### src/rtl/nn_sample_framer.sv
`timescale 1ns/1ps
`default_nettype none
// +--------------------------------------------------------------------------+
// | Module   : nn_sample_framer                                              |
// | Purpose  : Splits 32-bit {I,Q} words into two signed 16-bit samples      |
// |            (I first, then Q) and frames the sample stream into vectors   |
// |            of programmable length, with tlast on each vector's last      |
// |            sample.                                                       |
// | Ports    : ce_clk/ce_rst    clock, synchronous active-high reset         |
// |            set_stb/addr/data settings bus (vector length register)       |
// |            s_axis_*         32-bit word input stream                     |
// |            m_axis_*         16-bit sample output stream                  |
// |            frame_count      completed vectors (wraps)                    |
// |            mismatch_count   upstream packets ending mid-vector (sat.)    |
// | Options  : NN_FRAMER_PAD_EN - zero-pad a vector when the upstream packet |
// |            ends early, so each vector starts on an upstream packet start.|
// | Revision : 1.0 - initial release                                         |
// +--------------------------------------------------------------------------+
module nn_sample_framer #(
  parameter int FRAME_LEN_MAX = 64,
  parameter int SR_FRAME_LEN  = 130,
  parameter int SAMP_W        = 16
) (
  input  logic              ce_clk,
  input  logic              ce_rst,
  input  logic              set_stb,
  input  logic [7:0]        set_addr,
  input  logic [31:0]       set_data,
  input  logic [31:0]       s_axis_tdata,
  input  logic              s_axis_tlast,
  input  logic              s_axis_tvalid,
  output logic              s_axis_tready,
  output logic [SAMP_W-1:0] m_axis_tdata,
  output logic              m_axis_tlast,
  output logic              m_axis_tvalid,
  input  logic              m_axis_tready,
  output logic [31:0]       frame_count,
  output logic [15:0]       mismatch_count
);

  localparam int               LEN_W       = $clog2(FRAME_LEN_MAX + 1);
  localparam logic [LEN_W-1:0] C_LEN_MAX   = LEN_W'(FRAME_LEN_MAX);
  localparam logic [15:0]      C_LEN_MAX16 = 16'(FRAME_LEN_MAX);
  localparam logic [7:0]       C_SR_ADDR   = 8'(SR_FRAME_LEN);
  localparam logic [LEN_W-1:0] C_ONE       = LEN_W'(1);

  typedef enum logic [1:0] {
    ST_IDLE = 2'd0,
    ST_HI   = 2'd1,
    ST_LO   = 2'd2,
    ST_PAD  = 2'd3
  } state_t;

  state_t            state_q, state_d;
  logic [SAMP_W-1:0] tdata_q, tdata_d;
  logic [SAMP_W-1:0] qhold_q, qhold_d;
  logic              tlast_q, tlast_d;
  logic              tvalid_q, tvalid_d;
  logic [LEN_W-1:0]  cnt_q, cnt_d;
  logic [LEN_W-1:0]  act_len_q, act_len_d;
  logic [LEN_W-1:0]  pend_len_q, pend_len_d;
  logic [31:0]       frame_q, frame_d;
  logic [15:0]       mism_q, mism_d;
`ifdef NN_FRAMER_PAD_EN
  logic              pad_q, pad_d;
`endif

  logic              w_hs;
  logic              w_acc;
  logic              w_s_rdy;
  logic              w_last_next;
  logic              w_q_is_last;
  logic              w_mismatch;
  logic [15:0]       w_wr_val;
  logic              unused_set_bits;

  // Length must be even: bit 0 is dropped on write.
  assign w_wr_val        = {set_data[15:1], 1'b0};
  assign unused_set_bits = ^{set_data[31:16], set_data[0]};

  always_comb begin
    w_s_rdy = 1'b0;
    unique case (state_q)
      ST_IDLE: w_s_rdy = 1'b1;
`ifdef NN_FRAMER_PAD_EN
      ST_LO:   w_s_rdy = m_axis_tready & ~pad_q;
`else
      ST_LO:   w_s_rdy = m_axis_tready;
`endif
      default: w_s_rdy = 1'b0;
    endcase
  end

  assign w_hs  = tvalid_q & m_axis_tready;
  assign w_acc = s_axis_tvalid & w_s_rdy;

  always_comb begin
    // Pending length register (settings bus)
    pend_len_d = pend_len_q;
    if (set_stb && (set_addr == C_SR_ADDR) && (w_wr_val != 16'd0)) begin
      if (w_wr_val > C_LEN_MAX16) begin
        pend_len_d = C_LEN_MAX;
      end else begin
        pend_len_d = w_wr_val[LEN_W-1:0];
      end
    end

    // Length is latched only at a vector boundary: either the cycle the
    // previous vector's last sample leaves, or while idle at counter 0.
    // A vector's length is therefore fixed from its first sample onward.
    act_len_d = act_len_q;
    if ((w_hs && tlast_q) || ((state_q == ST_IDLE) && (cnt_q == '0))) begin
      act_len_d = pend_len_q;
    end

    // Sample counter / frame counter
    cnt_d   = cnt_q;
    frame_d = frame_q;
    if (w_hs) begin
      if (tlast_q) begin
        cnt_d   = '0;
        frame_d = frame_q + 32'd1;
      end else begin
        cnt_d = cnt_q + C_ONE;
      end
    end

    // cnt_d is the index of whatever sample is loaded next; an accepted
    // word's I lands on cnt_d and its Q on cnt_d+1.
    w_last_next = (cnt_d == (act_len_d - C_ONE));
    w_q_is_last = ((cnt_d + C_ONE) == (act_len_d - C_ONE));
    w_mismatch  = w_acc & s_axis_tlast & ~w_q_is_last;

    mism_d = mism_q;
    if (w_mismatch && (mism_q != 16'hFFFF)) begin
      mism_d = mism_q + 16'd1;
    end

`ifdef NN_FRAMER_PAD_EN
    pad_d = pad_q;
    if (w_mismatch) begin
      pad_d = 1'b1;
    end
`endif

    state_d  = state_q;
    tvalid_d = tvalid_q;
    tdata_d  = tdata_q;
    tlast_d  = tlast_q;
    qhold_d  = qhold_q;

    unique case (state_q)
      ST_IDLE: begin
        if (w_acc) begin
          state_d  = ST_HI;
          tvalid_d = 1'b1;
          tdata_d  = s_axis_tdata[SAMP_W +: SAMP_W];
          qhold_d  = s_axis_tdata[0 +: SAMP_W];
          tlast_d  = w_last_next;
        end
      end
      ST_HI: begin
        if (w_hs) begin
          state_d = ST_LO;
          tdata_d = qhold_q;
          tlast_d = w_last_next;
        end
      end
      ST_LO: begin
        if (w_hs) begin
`ifdef NN_FRAMER_PAD_EN
          if (pad_q) begin
            state_d = ST_PAD;
            tdata_d = '0;
            tlast_d = w_last_next;
            pad_d   = 1'b0;
          end else
`endif
          if (w_acc) begin
            state_d = ST_HI;
            tdata_d = s_axis_tdata[SAMP_W +: SAMP_W];
            qhold_d = s_axis_tdata[0 +: SAMP_W];
            tlast_d = w_last_next;
          end else begin
            state_d  = ST_IDLE;
            tvalid_d = 1'b0;
            tdata_d  = '0;
            tlast_d  = 1'b0;
          end
        end
      end
      ST_PAD: begin
`ifdef NN_FRAMER_PAD_EN
        if (w_hs) begin
          if (tlast_q) begin
            state_d  = ST_IDLE;
            tvalid_d = 1'b0;
            tlast_d  = 1'b0;
          end else begin
            tlast_d = w_last_next;
          end
        end
`else
        state_d  = ST_IDLE;
        tvalid_d = 1'b0;
        tlast_d  = 1'b0;
`endif
      end
      default: begin
        state_d  = ST_IDLE;
        tvalid_d = 1'b0;
      end
    endcase
  end

  always_ff @(posedge ce_clk) begin
    if (ce_rst) begin
      state_q    <= ST_IDLE;
      tdata_q    <= '0;
      qhold_q    <= '0;
      tlast_q    <= 1'b0;
      tvalid_q   <= 1'b0;
      cnt_q      <= '0;
      act_len_q  <= C_LEN_MAX;
      pend_len_q <= C_LEN_MAX;
      frame_q    <= '0;
      mism_q     <= '0;
`ifdef NN_FRAMER_PAD_EN
      pad_q      <= 1'b0;
`endif
    end else begin
      state_q    <= state_d;
      tdata_q    <= tdata_d;
      qhold_q    <= qhold_d;
      tlast_q    <= tlast_d;
      tvalid_q   <= tvalid_d;
      cnt_q      <= cnt_d;
      act_len_q  <= act_len_d;
      pend_len_q <= pend_len_d;
      frame_q    <= frame_d;
      mism_q     <= mism_d;
`ifdef NN_FRAMER_PAD_EN
      pad_q      <= pad_d;
`endif
    end
  end

  assign s_axis_tready  = w_s_rdy;
  assign m_axis_tdata   = tdata_q;
  assign m_axis_tlast   = tlast_q;
  assign m_axis_tvalid  = tvalid_q;
  assign frame_count    = frame_q;
  assign mismatch_count = mism_q;

endmodule
`default_nettype wire

### config.mk
export PLATFORM = sky130hd
export DESIGN_NAME = nn_sample_framer
export DESIGN_NICKNAME = d
export VERILOG_FILES = /design/src/rtl/nn_sample_framer.sv
export SDC_FILE = /design/constraint.sdc
export NUM_CORES = 1
export LEC_CHECK = 0
export CAP_MARGIN = 20
export CORE_ASPECT_RATIO = 0.5
export CORE_UTILIZATION = 25
export CTS_BUF_LIST = sky130_fd_sc_hd__clkbuf_2 sky130_fd_sc_hd__clkbuf_4 sky130_fd_sc_hd__clkbuf_8
export DETAILED_ROUTE_END_ITERATION = 8
export HOLD_SLACK_MARGIN = 0.08
export PLACE_DENSITY_LB_ADDON = 0.3
export SLEW_MARGIN = 5
export SYNTH_ARGS = -nofsm -noshare
export SYNTH_HDL_FRONTEND = slang
export SYNTH_SLANG_ARGS = --single-unit
### constraint.sdc
create_clock -name ce_clk -period 6.11 [get_ports ce_clk]
set_clock_uncertainty 0.15 [all_clocks]
set_input_delay 1.222 -clock ce_clk [delete_from_list [all_inputs] [get_ports ce_clk]]
set_output_delay 1.222 -clock ce_clk [all_outputs]
set_load 0.05 [all_outputs]
==> results_dict.tcl, run 1 <==
set metrics [dict create \
    status "finished, final reports clean" \
    synth_area_per_cell_sq_um 8.46 \
    firstDrtPassIters 6 \
    antenna_found_initial 0 \
    cts_sinks 104 \
    fin_nets 805 \
    slew_viol_final 0 \
    numCtsBuffers 9 \
    n_fill_cell 2030 \
    synth_top_family_by_area "simple AND/OR/NAND/NOR gates" \
    async_reset_ff_frac 0 \
    num_io_pins 145 \
    drt-total-wl_um 13600 \
    place.gp.congestion 0.823 \
    slowest_delay_ns 0.49 \
    postRouteAntennaNets 0 \
    crit_chain "clkdlybuf4s50_1 > nand3_1 > o21ai_4 > mux2i_1 > ha_1 > nor3b_1 > xor2_1 > mux2i_1 > nor3b_1 > o22ai_1 > mux2_4 > o21ai_4 > nor4_1 > mux2_2" \
    end_kind "flip-flop" \
    critical_path.startpoint_type "primary input" \
    drive_above_1_share 0.0499 \
    via_per_inst 4.64 \
    synthSimpleGateAreaFrac 0.250 \
    synth_top_cell_area_share 0.410 \
    drv_cap 0 \
    rows 36 \
    hold_class "reg -> reg" \
    port_buffers 127 \
    fin_tns_setup_ns 0 \
    setup-violations-final 0 \
    clk_latency_ns 0.38 \
    yosys.cell_count.top_type "dfxtp_1" \
    syn-instance-count 601 \
    fin_util 0.347 \
    timing.fmax_mhz 204 \
    drt-initial-drc-count 243 \
    crit_type "in -> reg" \
    ys_warn_count 0 \
    p_per_area_nw_per_um2 251 \
    slowest_stage "clkdlybuf4s50_1" \
    finalHoldViolCount 0 \
    arrival_ns 5.04 \
    start_util 0.258 \
    path_max_fanout 16 \
    synthMuxAreaShare 0.0254 \
    peakVddDrop_v 0.0000969 \
    synth_common_cells "104 x dfxtp_1, 76 x nor2_1, 74 x nand2_1" \
    worstMarginPinSlew_ns 0.651 \
    hpwl_um 10100 \
    rsz0062_at_grt "no" \
    yosys.area.top_type "dfxtp_1" \
    core_sq_um 19700 \
    die_area_sq_um 20900 \
    grtUsageTotal 0.130 \
    netlist_area_sq_um 5080 \
    cts_setup_buffers 0 \
    grt_pass1_wl_um 22000 \
    syn_nets 690 \
    wl_per_cell_um 13.8 \
    die_x_um 204 \
    clk_path_buf_depth 2 \
    synth_fa_ha_area_frac 0.0271 \
    cts_resized 0 \
    grt_pass1_vias 4382 \
    vias 4582 \
    syn2layout_area_growth_pct 34.2 \
    synth_edf_count 0 \
    clkTransAtPathRegs_ns 0.12 \
    drc_errors 0 \
    ys_ff_latch 104 \
    synth_compound_area_frac 0.173 \
    finalCriticalPeriod_ns 4.90 \
    ctsHoldBuffers 0 \
    worstPathRequired_ns 6.25 \
    htreeDepth 3 \
    synth_flop_cell "dfxtp_1" \
    leakagePower_nw 2.44 \
    diodes 0 \
    ys_seq_area_frac 0.410 \
    synth-xor-area-share 0.0864 \
    cts-root-buf "clkbuf_8" \
    synthTopCellsByArea "dfxtp_1 41%, nor2_1 5.6%, nand2_1 5.5%" \
    cts_tree "yes" \
    min_period_over_period 0.802 \
    grt_max_degree 63 \
    yosys.cell_types.count 59 \
    maxSlewHeadroom 0.566 \
    die_h_um 103 \
    overflow 0 \
]
==> state kept, by name, summed over array words and instances, names as in the netlist <==
register / count
m_axis_tdata: 16
state_q: 2
m_axis_tvalid: 1
cnt_q: 7
qhold_q: 16
m_axis_tlast: 1
frame_count: 32
pend_len_q: 6
act_len_q: 7
mismatch_count: 16
==> cell type report <==
type	instances	area [sq um]	area share
Clock buffer	9	124	0.0182
Clock inverter	7	86.3	0.0127
Inverter	10	37.5	0.00550
Multi-Input combinational cell	460	2860	0.418
Sequential cell	104	2080	0.305
Tap cell	266	333	0.0488
Timing Repair Buffer	131	1310	0.191
==> cells by family after synthesis <==
kind of cell | Yosys count
XOR/XNOR | 47
flip-flops | 104
buffers and inverters | 37
AND/OR/NAND/NOR | 261
multiplexers | 12
AO/OA/AOI/OAI | 129
adder cells (fa/ha/maj) | 11
==> through the flow <==
step / instances / setup slack [ns] / hold WS (ns) / power, W / area (sq um)
finish: 987 / 1.21 / 0.313 / 0.00172 / 6820
floorplan: 601 / 1.69 / 0.286 / 0.00112 / 5080
global route: 987 / 0.987 / 0.343 / 0.00181 / 6820
global placement: 970 / 0.882 / 0.292 / 0.00127 / 6600
CTS: 986 / 1.22 / 0.314 / 0.00173 / 6810
detailed placement: 970 / 0.796 / 0.297 / 0.00128 / 6600
==> layout by cell type, fill, tap and decap left out, drive strengths merged, types with 3 or more instances in the layout <==
master / instances
a22oi: 22
nand4: 12
clkinv: 5
a211oi: 16
inv: 12
ha: 11
xor2: 30
dfxtp: 104
mux2: 4
o211ai: 4
o21ai: 21
and2: 3
buf: 5
a21oi: 42
or4: 6
o31ai: 4
o2111ai: 3
mux2i: 8
clkdlybuf4s50: 126
and4: 5
nor4: 7
nand2: 74
nor2: 76
nor3: 6
or3: 15
nor2b: 7
clkbuf: 9
nor3b: 5
and3: 9
xnor2: 15
nand3: 25
==> layer usage <==
layer / vias to the layer above / part of all wire / global-route usage
li1: 2375 / - / -
met1: 2141 / 0.49 / 0.174
met2: 59 / 0.48 / 0.220
met3: 7 / 0.028 / 0.0256
met4: 0 / 0.0057 / 0.0243
met5: - / 0 / 0
==> critical path, delay by kind of cell <==
kind / cells / cell delay [ns]
muxes: 4 / 1.33
and+or+nand+nor: 4 / 0.87
AOI/OAI and AO/OA: 3 / 0.76
buffers and inverters: 1 / 0.49
adders and majority gates: 1 / 0.30
xor gates and xnor gates: 1 / 0.09
==> where the power goes <==
part           internal [W]  switching (W)
clock network      0.000164       0.000280
registers          0.000730      0.0000361
logic              0.000188       0.000317
total               0.00108       0.000633
==> final timing paths <==
kind / from / endpoint / slack, ns / cells after the start
setup / recovery: m_axis_tready / mismatch_count[15] / 1.21 / 14
hold / removal: qhold_q[4] / qhold_q[4] / 0.31 / 2
setup reg to reg: cnt_q[3] / mismatch_count[15] / 1.69 / 13
hold reg to reg: qhold_q[4] / qhold_q[4] / 0.31 / 2
Note: power is estimated with default switching activity, not from simulation.
==> inputs of run 2 (changes only) <==
==> constraint.sdc (replaced) <==
create_clock -name ce_clk -period 4.13 [get_ports ce_clk]
set_clock_uncertainty 0.15 [all_clocks]
set_input_delay 0.826 -clock ce_clk [delete_from_list [all_inputs] [get_ports ce_clk]]
set_output_delay 0.826 -clock ce_clk [all_outputs]
set_load 0.05 [all_outputs]
==> run 2 against run 1 <==
Effect of this change:
- register-to-register slack worse by 1.5 ns
- largest power group unchanged
- wire length up 0.96%
- first-iteration DRC count down 12%
- critical endpoint is now mismatch_count[6]
- largest cell class unchanged
==> results_dict.tcl, run 2 (synthesis results as in run 1) <==
set metrics [dict create \
    worstPathRequired_ns 4.30 \
    grt_pass1_vias 4243 \
    final_cells 1005 \
    vias 4647 \
    multi_input_area_sq_um 2890 \
    cts_tree "yes" \
    grt_max_degree 88 \
    num_io_pins 145 \
    r2r_slack_ns 0.19 \
    syn2layout_area_growth_pct 37.6 \
    drive_above_1_share 0.0825 \
    die_x_um 204 \
    layout_commonest_cell "clkdlybuf4s50_1" \
    cts-root-buf "clkbuf_8" \
    r2r_end "mismatch_count[6]" \
    timing.fmax_mhz 251 \
    htreeDepth 3 \
    n_fill_cell 2029 \
    grt_pass1_wl_um 21800 \
    crit_type "in -> reg" \
    fin_util 0.355 \
    rows 36 \
    swShare 0.369 \
    drt-total-wl_um 13700 \
    fin_area_sq_um 6990 \
    dpl_cell_area_sq_um 6730 \
    arrival_ns 4.14 \
    cts_sinks 104 \
    end_kind "flip-flop" \
    hold_depth 2 \
    p_switching_w 0.000951 \
    largest_reg_flops 32 \
    finalHoldViolCount 0 \
    fin_nets 823 \
    wl_per_cell_um 13.7 \
    setup-violations-final 0 \
    numCtsBuffers 9 \
    min_to "qhold_q[3]" \
    slew_viol_final 0 \
    worstMarginPinSlew_ns 0.916 \
    diodes 0 \
    die_h_um 103 \
    status "finished, final reports clean" \
    comb_power_share 0.302 \
    min_period_over_period 0.963 \
    start_util 0.258 \
    hold_class "reg -> reg" \
    antenna_found_initial 0 \
    port_buffers 127 \
    clkPwrFrac 0.260 \
    rr_worst_depth 17 \
    leakagePower_nw 2.53 \
    drt-initial-drc-count 214 \
    p_int_w 0.00163 \
    hp-start "qhold_q[3]" \
    dpl.cell_count 988 \
    finalCriticalPeriod_ns 3.98 \
    via_per_inst 4.62 \
    critical_path.startpoint_type "primary input" \
    place.gp.congestion 0.773 \
    firstDrtPassIters 4 \
    final_cell_mix "126 x clkdlybuf4s50_1, 104 x dfxtp_1, 75 x nor2_1" \
    core_sq_um 19700 \
    peakVddDrop_v 0.000152 \
    clk_path_buf_depth 2 \
    r2r_start "state_q[0]" \
    postRouteAntennaNets 0 \
    path_max_fanout 10 \
    clkTransAtPathRegs_ns 0.12 \
    clk_latency_ns 0.38 \
    seq_area_sq_um 2080 \
    die_area_sq_um 20900 \
    hpwl_um 10200 \
    grtUsageTotal 0.129 \
    p_per_area_nw_per_um2 369 \
    overflow 0 \
    drc_errors 0 \
    maxSlewHeadroom 0.390 \
    drv_cap 0 \
    seq_power_share 0.437 \
]
==> run 2: power groups by stage <==
| stage | Clock (W) | Sequential, W | Combinational, W |
|---|---|---|---|
| 3_5_place_dp | 0 | 0.00115 | 0.000772 |
| 6_report | 0.000671 | 0.00113 | 0.000780 |
| 5_1_grt | 0.000742 | 0.00114 | 0.000845 |
| 2_1_floorplan | 0 | 0.00131 | 0.000341 |
| 4_1_cts | 0.000698 | 0.00113 | 0.000775 |
| 3_3_place_gp | 0 | 0.00115 | 0.000768 |
==> run 2: stage by stage <==
| stage | setup TNS [ns] | power, W | hold WS [ns] | worst slack (ns) |
|---|---|---|---|---|
| floorplan | 0 | 0.00165 | 0.286 | 0.102 |
| global placement | -1.08 | 0.00191 | 0.292 | -0.146 |
| detailed placement | -2.90 | 0.00192 | 0.297 | -0.271 |
| CTS | 0 | 0.00260 | 0.315 | 0.143 |
| global route | -0.0332 | 0.00272 | 0.330 | -0.0309 |
| finish | 0 | 0.00258 | 0.312 | 0.151 |
==> run 2: worst max path at each step <==
stage	startpoint	depth (start not counted)	slack, ns	end
finish	m_axis_tready	16	0.15	mismatch_count[6]
global route	state_q[0]	17	-0.03	mismatch_count[6]
CTS	m_axis_tready	16	0.14	mismatch_count[6]
detailed placement	m_axis_tready	16	-0.27	mismatch_count[6]
global placement	m_axis_tready	16	-0.15	mismatch_count[6]
floorplan	m_axis_tready	15	0.10	mismatch_count[1]
==> run 2: worst max-delay path, cell delays in order <==
cell and delay [ns]:
clkdlybuf4s50_1 0.54, nand3_2 0.14, o21ai_4 0.10, mux2i_2 0.27, ha_1 0.22, nor3b_2 0.19
xor2_1 0.17, mux2i_1 0.10, buf_4 0.15, nor3b_2 0.15, o22ai_1 0.21, mux2_4 0.25
o21ai_4 0.10, buf_4 0.18, or4_1 0.39, a21oi_1 0.15
==> run 2: final cells by class <==
type | instances | share of cell area
inverter | 10 | 0.00537
timing repair buffer | 149 | 0.205
sequential | 104 | 0.298
clock inverter | 7 | 0.0131
clock buffer | 9 | 0.0177
tap | 266 | 0.0476
multi-input combinational | 460 | 0.414
==> run 2: routing by layer <==
| layer | track usage | up-vias | wire (um) |
|---|---|---|---|
| met5 | 0 | - | 0 |
| met4 | 0.0243 | 0 | 74 |
| met3 | 0.0243 | 7 | 273 |
| met2 | 0.215 | 39 | 6620 |
| met1 | 0.175 | 2192 | 6770 |
| li1 | - | 2409 | - |
==> run 2: repair_timing <==
| item | 4_1_cts | 5_1_grt |
|---|---|---|
| buffers inserted | 0 | 1 |
| gates resized for setup | 0 | 7 |
| hold endpoints to repair | 0 | 0 |
| hold buffers | 0 | 0 |
| setup endpoints to repair | 0 | 10 |
==> inputs of run 3 (changes only) <==
--- a/config.mk
+++ b/config.mk
@@ -10,6 +10,7 @@
 export CORE_UTILIZATION = 25
 export CTS_BUF_LIST = sky130_fd_sc_hd__clkbuf_2 sky130_fd_sc_hd__clkbuf_4 sky130_fd_sc_hd__clkbuf_8
 export DETAILED_ROUTE_END_ITERATION = 8
+export GPL_TIMING_DRIVEN = 0
 export HOLD_SLACK_MARGIN = 0.08
 export PLACE_DENSITY_LB_ADDON = 0.3
 export SLEW_MARGIN = 5
==> run 3 against run 2 <==
Effect of this change:
- final cell count is 1.0% higher
- total power fell by 1.1%
- critical path depth decreased by 3
- clock-buffer cell count unchanged
- maximum frequency is 3.1% higher
- first-iteration DRC count fell by 3.3%
- die area unchanged
- sequential share of layout area up 0.064 points
- global-route usage up 0.66 points
- sequential power hardly changed
- wire length is 4.5% higher
- combinational power is 2% higher
- critical path type is now reg -> reg
- critical endpoint is now mismatch_count[15]
- largest cell class unchanged
- largest power group unchanged
==> results_dict.tcl, run 3 (synthesis results as in run 1) <==
set metrics [dict create \
    status "finished, final reports clean" \
    peakVddDrop_v 0.000147 \
    drv_cap 0 \
    worstMarginPinSlew_ns 0.673 \
    comb_power_share 0.311 \
    dpl.cell_count 993 \
    syn2layout_area_growth_pct 37.3 \
    grtUsageTotal 0.136 \
    leakagePower_nw 2.50 \
    r2r_end "mismatch_count[15]" \
    ctsHoldBuffers 0 \
    final_cell_mix "125 x clkdlybuf4s50_1, 104 x dfxtp_1, 75 x nor2_1" \
    die_x_um 204 \
    final_cells 1015 \
    fin_ws_ns 0.272 \
    port_buffers 126 \
    drive_above_1_share 0.0654 \
    hpwl_um 11000 \
    layout_commonest_cell "clkdlybuf4s50_1" \
    via_per_inst 4.62 \
    rr_worst_depth 13 \
    grt_pass1_vias 4463 \
    cts_sinks 104 \
    min_period_over_period 0.934 \
    die_area_sq_um 20900 \
    critical_path.startpoint_type "flip-flop" \
    r2r_slack_ns 0.27 \
    drt-total-wl_um 14400 \
    p_switching_w 0.000944 \
    seq_power_share 0.443 \
    slew_viol_final 0 \
    hold_class "reg -> reg" \
    drt-initial-drc-count 207 \
    finalHoldViolCount 0 \
    hp-start "qhold_q[0]" \
    vias 4689 \
    die_h_um 103 \
    path_max_fanout 8 \
    clk_latency_ns 0.39 \
    diodes 0 \
    rows 36 \
    worstPathRequired_ns 4.26 \
    largest_reg_flops 32 \
    grt_pass1_wl_um 22500 \
    htreeDepth 3 \
    p_int_w 0.00161 \
    postRouteAntennaNets 0 \
    p_per_area_nw_per_um2 365 \
    min_to "qhold_q[0]" \
    maxSlewHeadroom 0.551 \
    overflow 0 \
    cts_tree "yes" \
    cts-root-buf "clkbuf_8" \
    clkTransAtPathRegs_ns 0.11 \
    antenna_found_initial 0 \
    rsz0062_at_grt "no" \
    finalCriticalPeriod_ns 3.86 \
    swShare 0.370 \
    clk_path_buf_depth 2 \
    end_kind "flip-flop" \
    core_sq_um 19700 \
    r2r_start "cnt_q[3]" \
    clkPwrFrac 0.247 \
    start_util 0.258 \
    numCtsBuffers 9 \
    timing.fmax_mhz 259 \
    setup-violations-final 0 \
    crit_type "reg -> reg" \
    hold_depth 2 \
    grt_max_degree 20 \
    num_io_pins 145 \
    wl_per_cell_um 14.1 \
    place.gp.congestion 0.854 \
    place_ws_ns -1.09 \
    firstDrtPassIters 4 \
    drc_errors 0 \
    arrival_ns 3.99 \
    fin_nets 833 \
]
run 3: changes by cell type in the layout (fill, tap and decap cells not counted), moves of 2 or more:
cell / change
buf_6: +2
clkinv_8: -2
buf_2: +2
clkbuf_1: +20
buf_1: +3
buf_4: -17
run 3: worst max path at each step:
stage	cells after the start	slack, ns	to	startpoint
2_1_floorplan	15	0.10	mismatch_count[1]	m_axis_tready
4_1_cts	16	0.01	mismatch_count[1]	m_axis_tready
5_1_grt	16	0.04	mismatch_count[1]	state_q[0]
6_report	13	0.27	mismatch_count[15]	cnt_q[3]
3_5_place_dp	16	-1.09	mismatch_count[1]	m_axis_tready
3_3_place_gp	16	-0.99	mismatch_count[1]	m_axis_tready
run 3: critical path: stages (launching register included):
cell and delay, ns:
dfxtp_1 0.39, or4_4 0.61, o21ai_4 0.21, mux2i_2 0.27, ha_2 0.26, nor3b_2 0.20, xor2_1 0.20, mux2i_2 0.13
nor3b_2 0.17, o22ai_1 0.16, mux2_4 0.24, o21ai_4 0.09, nor4_1 0.31, mux2_2 0.37
run 3: area by class of cell:
class                   count  area (sq um)
fillers                  2045         12700
repair buffers            132          1310
clock buffers               9           124
clock inverters             7          66.3
well taps                 266           333
flip-flops and latches    104          2080
inverters                  10          37.5
multi-input cells         460          2910
plain buffers              27           119
run 3: timing repair:
item                                    CTS  global route
setup buffers                             2             3
endpoints found under the setup margin   16            16
gates cloned                              0             1
gates resized for setup                   8            11
pin swaps                                 0             3
run 3: power groups by stage:
stage | logic, W | registers (W) | clock network [W]
global route | 0.000855 | 0.00114 | 0.000699
detailed placement | 0.000774 | 0.00115 | 0
finish | 0.000792 | 0.00113 | 0.000629
CTS | 0.000785 | 0.00113 | 0.000654
floorplan | 0.000341 | 0.00131 | 0
global placement | 0.000769 | 0.00115 | 0
run 3: through the flow:
step | utilization | area (sq um) | hold slack (ns) | total power (W) | setup TNS (ns)
3_5_place_dp | 0.339 | 6680 | 0.297 | 0.00193 | -15.83
6_report | 0.355 | 6980 | 0.309 | 0.00255 | 0
5_1_grt | 0.355 | 6980 | 0.323 | 0.00270 | 0
2_1_floorplan | - | 5080 | 0.286 | 0.00165 | 0
4_1_cts | 0.351 | 6910 | 0.311 | 0.00257 | 0
3_3_place_gp | 0.339 | 6680 | 0.296 | 0.00192 | -14.23
run 3: per-layer routing:
metal | global-route usage | share of wire
met1 | 0.178 | 0.49
met2 | 0.222 | 0.46
met3 | 0.0307 | 0.032
met5 | 0 | 0
met4 | 0.0451 | 0.015
